--- src/rtl/sata_txframe.sv ---
// SATA transmit frame packer: pops {last, dword} from the TX FIFO, emits one dword per beat
// and enforces MAX_WORDS. Optional CRC dword append is enabled by `define SATA_TXFRAME_CRC_EN.
module sata_txframe #(
    parameter int MAX_WORDS = 2049,
    parameter int LGMAX     = 12
) (
    input  logic        i_clk,
    input  logic        i_reset_n,
    input  logic        i_fifo_empty,
    input  logic [32:0] i_fifo_data,
    output logic        o_fifo_rd,
    output logic        o_valid,
    input  logic        i_ready,
    output logic [31:0] o_data,
    output logic        o_last,
    output logic        o_busy,
    output logic        o_overflow
);

    typedef enum logic [1:0] {
        S_IDLE = 2'd0,
        S_DATA = 2'd1,
        S_CRC  = 2'd2,
        S_DROP = 2'd3
    } state_t;

    localparam logic [LGMAX-1:0] MAX_CNT = LGMAX'(MAX_WORDS);

`ifdef SATA_TXFRAME_CRC_EN
    localparam logic [31:0] CRC_INIT = 32'h5232_5032;
    localparam logic [31:0] CRC_POLY = 32'h04C1_1DB7;

    function automatic logic [31:0] crc32_dword(input logic [31:0] crc, input logic [31:0] d);
        logic [31:0] c;
        logic        fb;
        c = crc;
        for (int i = 31; i >= 0; i--) begin
            fb = c[31] ^ d[i];
            c  = {c[30:0], 1'b0} ^ (fb ? CRC_POLY : 32'h0000_0000);
        end
        return c;
    endfunction

    logic [31:0] crc_q, crc_d;
    logic        pend_q, pend_d;
`endif

    state_t             state_q, state_d;
    logic [LGMAX-1:0]   cnt_q, cnt_d;
    logic               valid_q, valid_d;
    logic [31:0]        data_q, data_d;
    logic               last_q, last_d;
    logic               busy_q, busy_d;
    logic               free_s;
    logic               pop_s;
    logic               ovf_s;
    logic               last_in_s;
    logic [31:0]        word_s;
    logic [LGMAX-1:0]   cnt_inc_s;
    logic               end_s;

    assign free_s    = !valid_q || i_ready;
    assign last_in_s = i_fifo_data[32];
    assign word_s    = i_fifo_data[31:0];
    assign cnt_inc_s = ((state_q == S_IDLE) ? '0 : cnt_q) + LGMAX'(1);
    assign end_s     = last_in_s || (cnt_inc_s == MAX_CNT);

    // Next-state, pop strobe and output-holding-register load logic
    always_comb begin
        state_d = state_q;
        cnt_d   = cnt_q;
        data_d  = data_q;
        last_d  = last_q;
        pop_s   = 1'b0;
        ovf_s   = 1'b0;
`ifdef SATA_TXFRAME_CRC_EN
        crc_d   = crc_q;
        pend_d  = pend_q;
`endif
        if (free_s) begin
            valid_d = 1'b0;
        end else begin
            valid_d = valid_q;
        end

        case (state_q)
            S_IDLE, S_DATA: begin
                pop_s = i_reset_n && !i_fifo_empty && free_s;
                if (pop_s) begin
                    valid_d = 1'b1;
                    data_d  = word_s;
                    cnt_d   = cnt_inc_s;
                    ovf_s   = !last_in_s && (cnt_inc_s == MAX_CNT);
`ifdef SATA_TXFRAME_CRC_EN
                    // A fresh frame starts from the seed, not from the last frame's residue
                    crc_d  = crc32_dword((state_q == S_IDLE) ? CRC_INIT : crc_q, word_s);
                    last_d = 1'b0;
                    if (end_s) begin
                        state_d = S_CRC;
                        pend_d  = ovf_s;
                    end else begin
                        state_d = S_DATA;
                    end
`else
                    last_d = end_s;
                    if (end_s) begin
                        state_d = ovf_s ? S_DROP : S_IDLE;
                    end else begin
                        state_d = S_DATA;
                    end
`endif
                end else begin
                    state_d = state_q;
                end
            end
`ifdef SATA_TXFRAME_CRC_EN
            S_CRC: begin
                if (free_s) begin
                    valid_d = 1'b1;
                    data_d  = crc_q;
                    last_d  = 1'b1;
                    state_d = pend_q ? S_DROP : S_IDLE;
                    pend_d  = 1'b0;
                end else begin
                    state_d = S_CRC;
                end
            end
`endif
            S_DROP: begin
                pop_s = i_reset_n && !i_fifo_empty;
                if (pop_s && last_in_s) begin
                    state_d = S_IDLE;
                end else begin
                    state_d = S_DROP;
                end
            end
            default: begin
                state_d = S_IDLE;
            end
        endcase

        busy_d = (state_d != S_IDLE) || valid_d;
    end

    // State, counter and output register update
    always_ff @(posedge i_clk or negedge i_reset_n) begin
        if (!i_reset_n) begin
            state_q <= S_IDLE;
            cnt_q   <= '0;
            valid_q <= 1'b0;
            data_q  <= 32'h0000_0000;
            last_q  <= 1'b0;
            busy_q  <= 1'b0;
`ifdef SATA_TXFRAME_CRC_EN
            crc_q   <= CRC_INIT;
            pend_q  <= 1'b0;
`endif
        end else begin
            state_q <= state_d;
            cnt_q   <= cnt_d;
            valid_q <= valid_d;
            data_q  <= data_d;
            last_q  <= last_d;
            busy_q  <= busy_d;
`ifdef SATA_TXFRAME_CRC_EN
            crc_q   <= crc_d;
            pend_q  <= pend_d;
`endif
        end
    end

    assign o_fifo_rd  = pop_s;
    assign o_overflow = ovf_s;
    assign o_valid    = valid_q;
    assign o_data     = data_q;
    assign o_last     = last_q;
    assign o_busy     = busy_q;

endmodule
--- config.mk ---
export PLATFORM = sky130hd
export DESIGN_NAME = sata_txframe
export DESIGN_NICKNAME = d
export VERILOG_FILES = /design/src/rtl/sata_txframe.sv
export SDC_FILE = /design/constraint.sdc
export NUM_CORES = 1
export LEC_CHECK = 0
export BUFFER_PORTS_ARGS = -buffer_cell sky130_fd_sc_hd__buf_4
export CORE_UTILIZATION = 50
export CTS_CLUSTER_DIAMETER = 60
export DETAILED_ROUTE_END_ITERATION = 10
export PLACE_DENSITY_LB_ADDON = 0.25
export SLEW_MARGIN = 25
export SYNTH_ARGS = -nofsm -noshare
export SYNTH_HDL_FRONTEND = slang
export SYNTH_SLANG_ARGS = --single-unit
--- constraint.sdc ---
create_clock -name i_clk -period 5.5 [get_ports i_clk]
set_input_delay 1.375 -clock i_clk [delete_from_list [all_inputs] [get_ports i_clk]]
set_output_delay 1.375 -clock i_clk [all_outputs]
set_load 0.02 [all_outputs]
==> metrics.md <==
| Metric | Value |
|---|---|
| Area Overhead vs Synth | `30.41%` |
| CTS tree | `yes` |
| Largest net degree at the start of global routing | `51` |
| Synth Net Count | `300` |
| Setup bufs post-CTS | `0` |
| IR Drop Worst-Case VDD | `222.1 uV` |
| Slew HR | `53.84%` |
| Share of layout cells above drive strength 1 | `27.25%` |
| Pint | `609.5 uW` |
| Die W | `69.10 um` |
| Logic pwr share | `27.0%` |
| Vias in the first global route | `1,957` |
| DRC viols | `0` |
| Wirelength, routed | `5027 um` |
| Setup crit end kind | `output port` |
| HPWL after DPL | `3539 um` |
| Reg2Reg Setup Slack | `2860 ps` |
| Final Setup Violations | `0` |
| Worst-Skew Late Latency | `300 ps` |
| Avg WL per Cell | `13.02 um` |
| Maximum clock rate | `237.6 MHz` |
| Met2 global-route usage | `38.94%` |
| P_sw | `301.7 uW` |
| Cts bufs inserted | `5` |
| Leak | `0.001511 uW` |
| Hold Fails Final Rpt | `0` |
| Met1 Use GR | `29.83%` |
| Fin util | `67.41%` |
| Mean Syn Cell Area | `8.624 um2` |
| Tcrit/Tclk final | `76.54%` |
| DRT iter0 DRCs | `172` |
| Hold-fix buffers, CTS | `0` |
| CP peak stage delay | `550 ps` |
| Antenna viol nets, final | `0` |
| Clk pwr share | `23.2%` |
| Global-route wire length before repair | `8935 um` |
| CP Class | `flip-flop to output port` |
| Most frequent cells in the layout | `nand2_1, buf_4, dfrtp_1` |
| Setup_tns | `0 ps` |
| Met3 Usage GRT | `5.409%` |
| Ports | `74` |
| Initial core utilization | `51.70%` |
| Power Total | `911.2 uW` |
| Die Footprint | `0.004774 mm2` |
| Unique masters post-synth | `37` |
| Bufs on Longest Clock Path | `2` |
| Sequential power share | `49.8%` |
| Worst Path Arrival | `2830 ps` |
| Number of synthesized flops with an enable pin | `0` |
| RSZ-0062 raised after global routing | `no` |
| CP required | `4120 ps` |
| PortBufs | `73` |
| Type of the tightest min-delay check | `flip-flop to flip-flop` |
| Top_reg_cell synth | `dfrtp_1` |
| Asr flop ratio synth | `100.0%` |
| Slew Viols, Final | `0` |
| Number of max-cap violations | `0` |
| Clk pin slew, worst setup/hold paths | `90 ps` |
| Drt pass-1 iters | `4` |
| Outcome | `complete, no violations` |
| Placer Congestion | `0.8976` |
| Switching Share | `33.11%` |
| Most Crowded Layer GR | `met2` |
| GRT Residual Overflow | `0` |
| YS warnings | `0` |
| Slowest CP cell | `dfrtp_1` |
| Post-CTS Resized | `0` |
| Layout net count | `372` |
| Mapped Cells | `261` |
| Via count | `2,033` |
| Crit path time final | `4210 ps` |
| Critical Path, Cell by Cell | `or2_2, and2_1, ha_1, o211ai_1, nor2_1, mux2i_1, a31oi_1, nor4_2, buf_4` |
| Total global-route track usage | `23.22%` |
| Sequential share of the synthesized area | `54.47%` |
| Most common cell after layout, fill and taps aside | `nand2_1` |
| Core footprint | `0.004354 mm2` |
| H-tree levels | `2` |
| Antenna Cells | `0` |
| Sink Count | `49` |
| Clk root buf | `clkbuf_8` |
| Mapped cell area | `0.002251 mm2` |
| Min Hold Slack | `479.6 ps` |
| Layout Skew | `3.319 ps` |
| Vias per cell | `5.267` |
| Yosys reg bits | `49` |
| Initial antenna violation count | `0` |
| Critical path launch point type | `flip-flop` |
| Worst slew pin tran | `691.7 ps` |
| Die Ht | `69.10 um` |
| FP Rows | `24` |
| Crit path max fanout | `9` |
| Pwr Density | `310.4 mW/mm2` |
-- power groups by stage --
stage / Combinational [uW] / Clock (uW) / Sequential, uW
after floorplan: 87.6 / 0 / 502
after global placement: 244 / 0 / 458
after detailed placement: 249 / 0 / 459
after CTS: 249 / 216 / 454
after global routing: 270 / 230 / 461
final: 246 / 211 / 454
-- critical path, delay by kind of cell (launching register included) --
kind,cells,cell delay (ps)
buffers and inverters,1,190
AND/OR/NAND/NOR,4,910
AO/OA/AOI/OAI,2,400
multiplexers,1,210
adder cells (fa/ha/maj),1,260
flip-flops,1,550
-- metal layers --
layer  wire length [um]  part of all wire, %
met5                  0                    0
met4                 60                  1.2
met3                256                  5.1
met2               2483                   49
met1               2226                   44
-- path summary, 6_finish.rpt --
check                                         end  depth (start not counted)                   start
hold reg to reg            o_data[27]$_DFFE_PN0P_                          2  o_data[27]$_DFFE_PN0P_
hold / removal             o_data[27]$_DFFE_PN0P_                          2  o_data[27]$_DFFE_PN0P_
max in group asynchronous    cnt_q[6]$_DFFE_PN0P_                          2               i_reset_n
setup reg to reg             state_q[1]$_DFF_PN0_                          8    state_q[1]$_DFF_PN0_
min in group asynchronous    cnt_q[9]$_DFFE_PN0P_                          2               i_reset_n
setup / recovery                       o_overflow                          9    state_q[1]$_DFF_PN0_
-- cell families after synthesis --
logic type	after synthesis	share of synthesized area, %
compound gates	37	10.39
simple gates	156	30.30
mux	2	0.8894
fa+ha+maj	2	1.112
xor+xnor	1	0.3892
buf+inv	14	2.446
flops	49	54.47
-- cell usage after synthesis, drive strengths merged, types with 3 or more instances --
cell type / instances / area share (%)
a21oi: 6 / 1.3
a31oi: 3 / 0.83
clkbuf: 9 / 1.5
dfrtp: 49 / 54
inv: 3 / 0.50
nand2: 121 / 20
nand3: 5 / 1.3
nand4: 3 / 1.1
nor2: 7 / 1.2
nor2b: 3 / 0.83
nor3: 4 / 0.89
o21ai: 15 / 3.3
o31ai: 4 / 1.3
-- registers in the layout, summed over array words and instances, names as in the netlist --
register  cells
o_data       32
cnt_q        12
state_q       2
o_busy        1
o_last        1
o_valid       1
-- through the flow --
stage / cells / worst slack [ps] / area (um2)
after floorplan: 261 / 1554 / 2251
after global placement: 378 / 1429 / 2849
after detailed placement: 378 / 1412 / 2849
after CTS: 386 / 1321 / 2935
after global routing: 386 / 1162 / 2935
final: 386 / 1290 / 2935
-- final cells by class --
type	instances	area (um2)
flip-flops and latches	49	1226
fillers	351	1419
clock inverters	2	13.76
clock buffers	6	72.57
repair buffers	76	570.5
well taps	52	65.06
multi-input cells	198	975.9
inverters	3	11.26
Power figures use the tool's default switching activity.
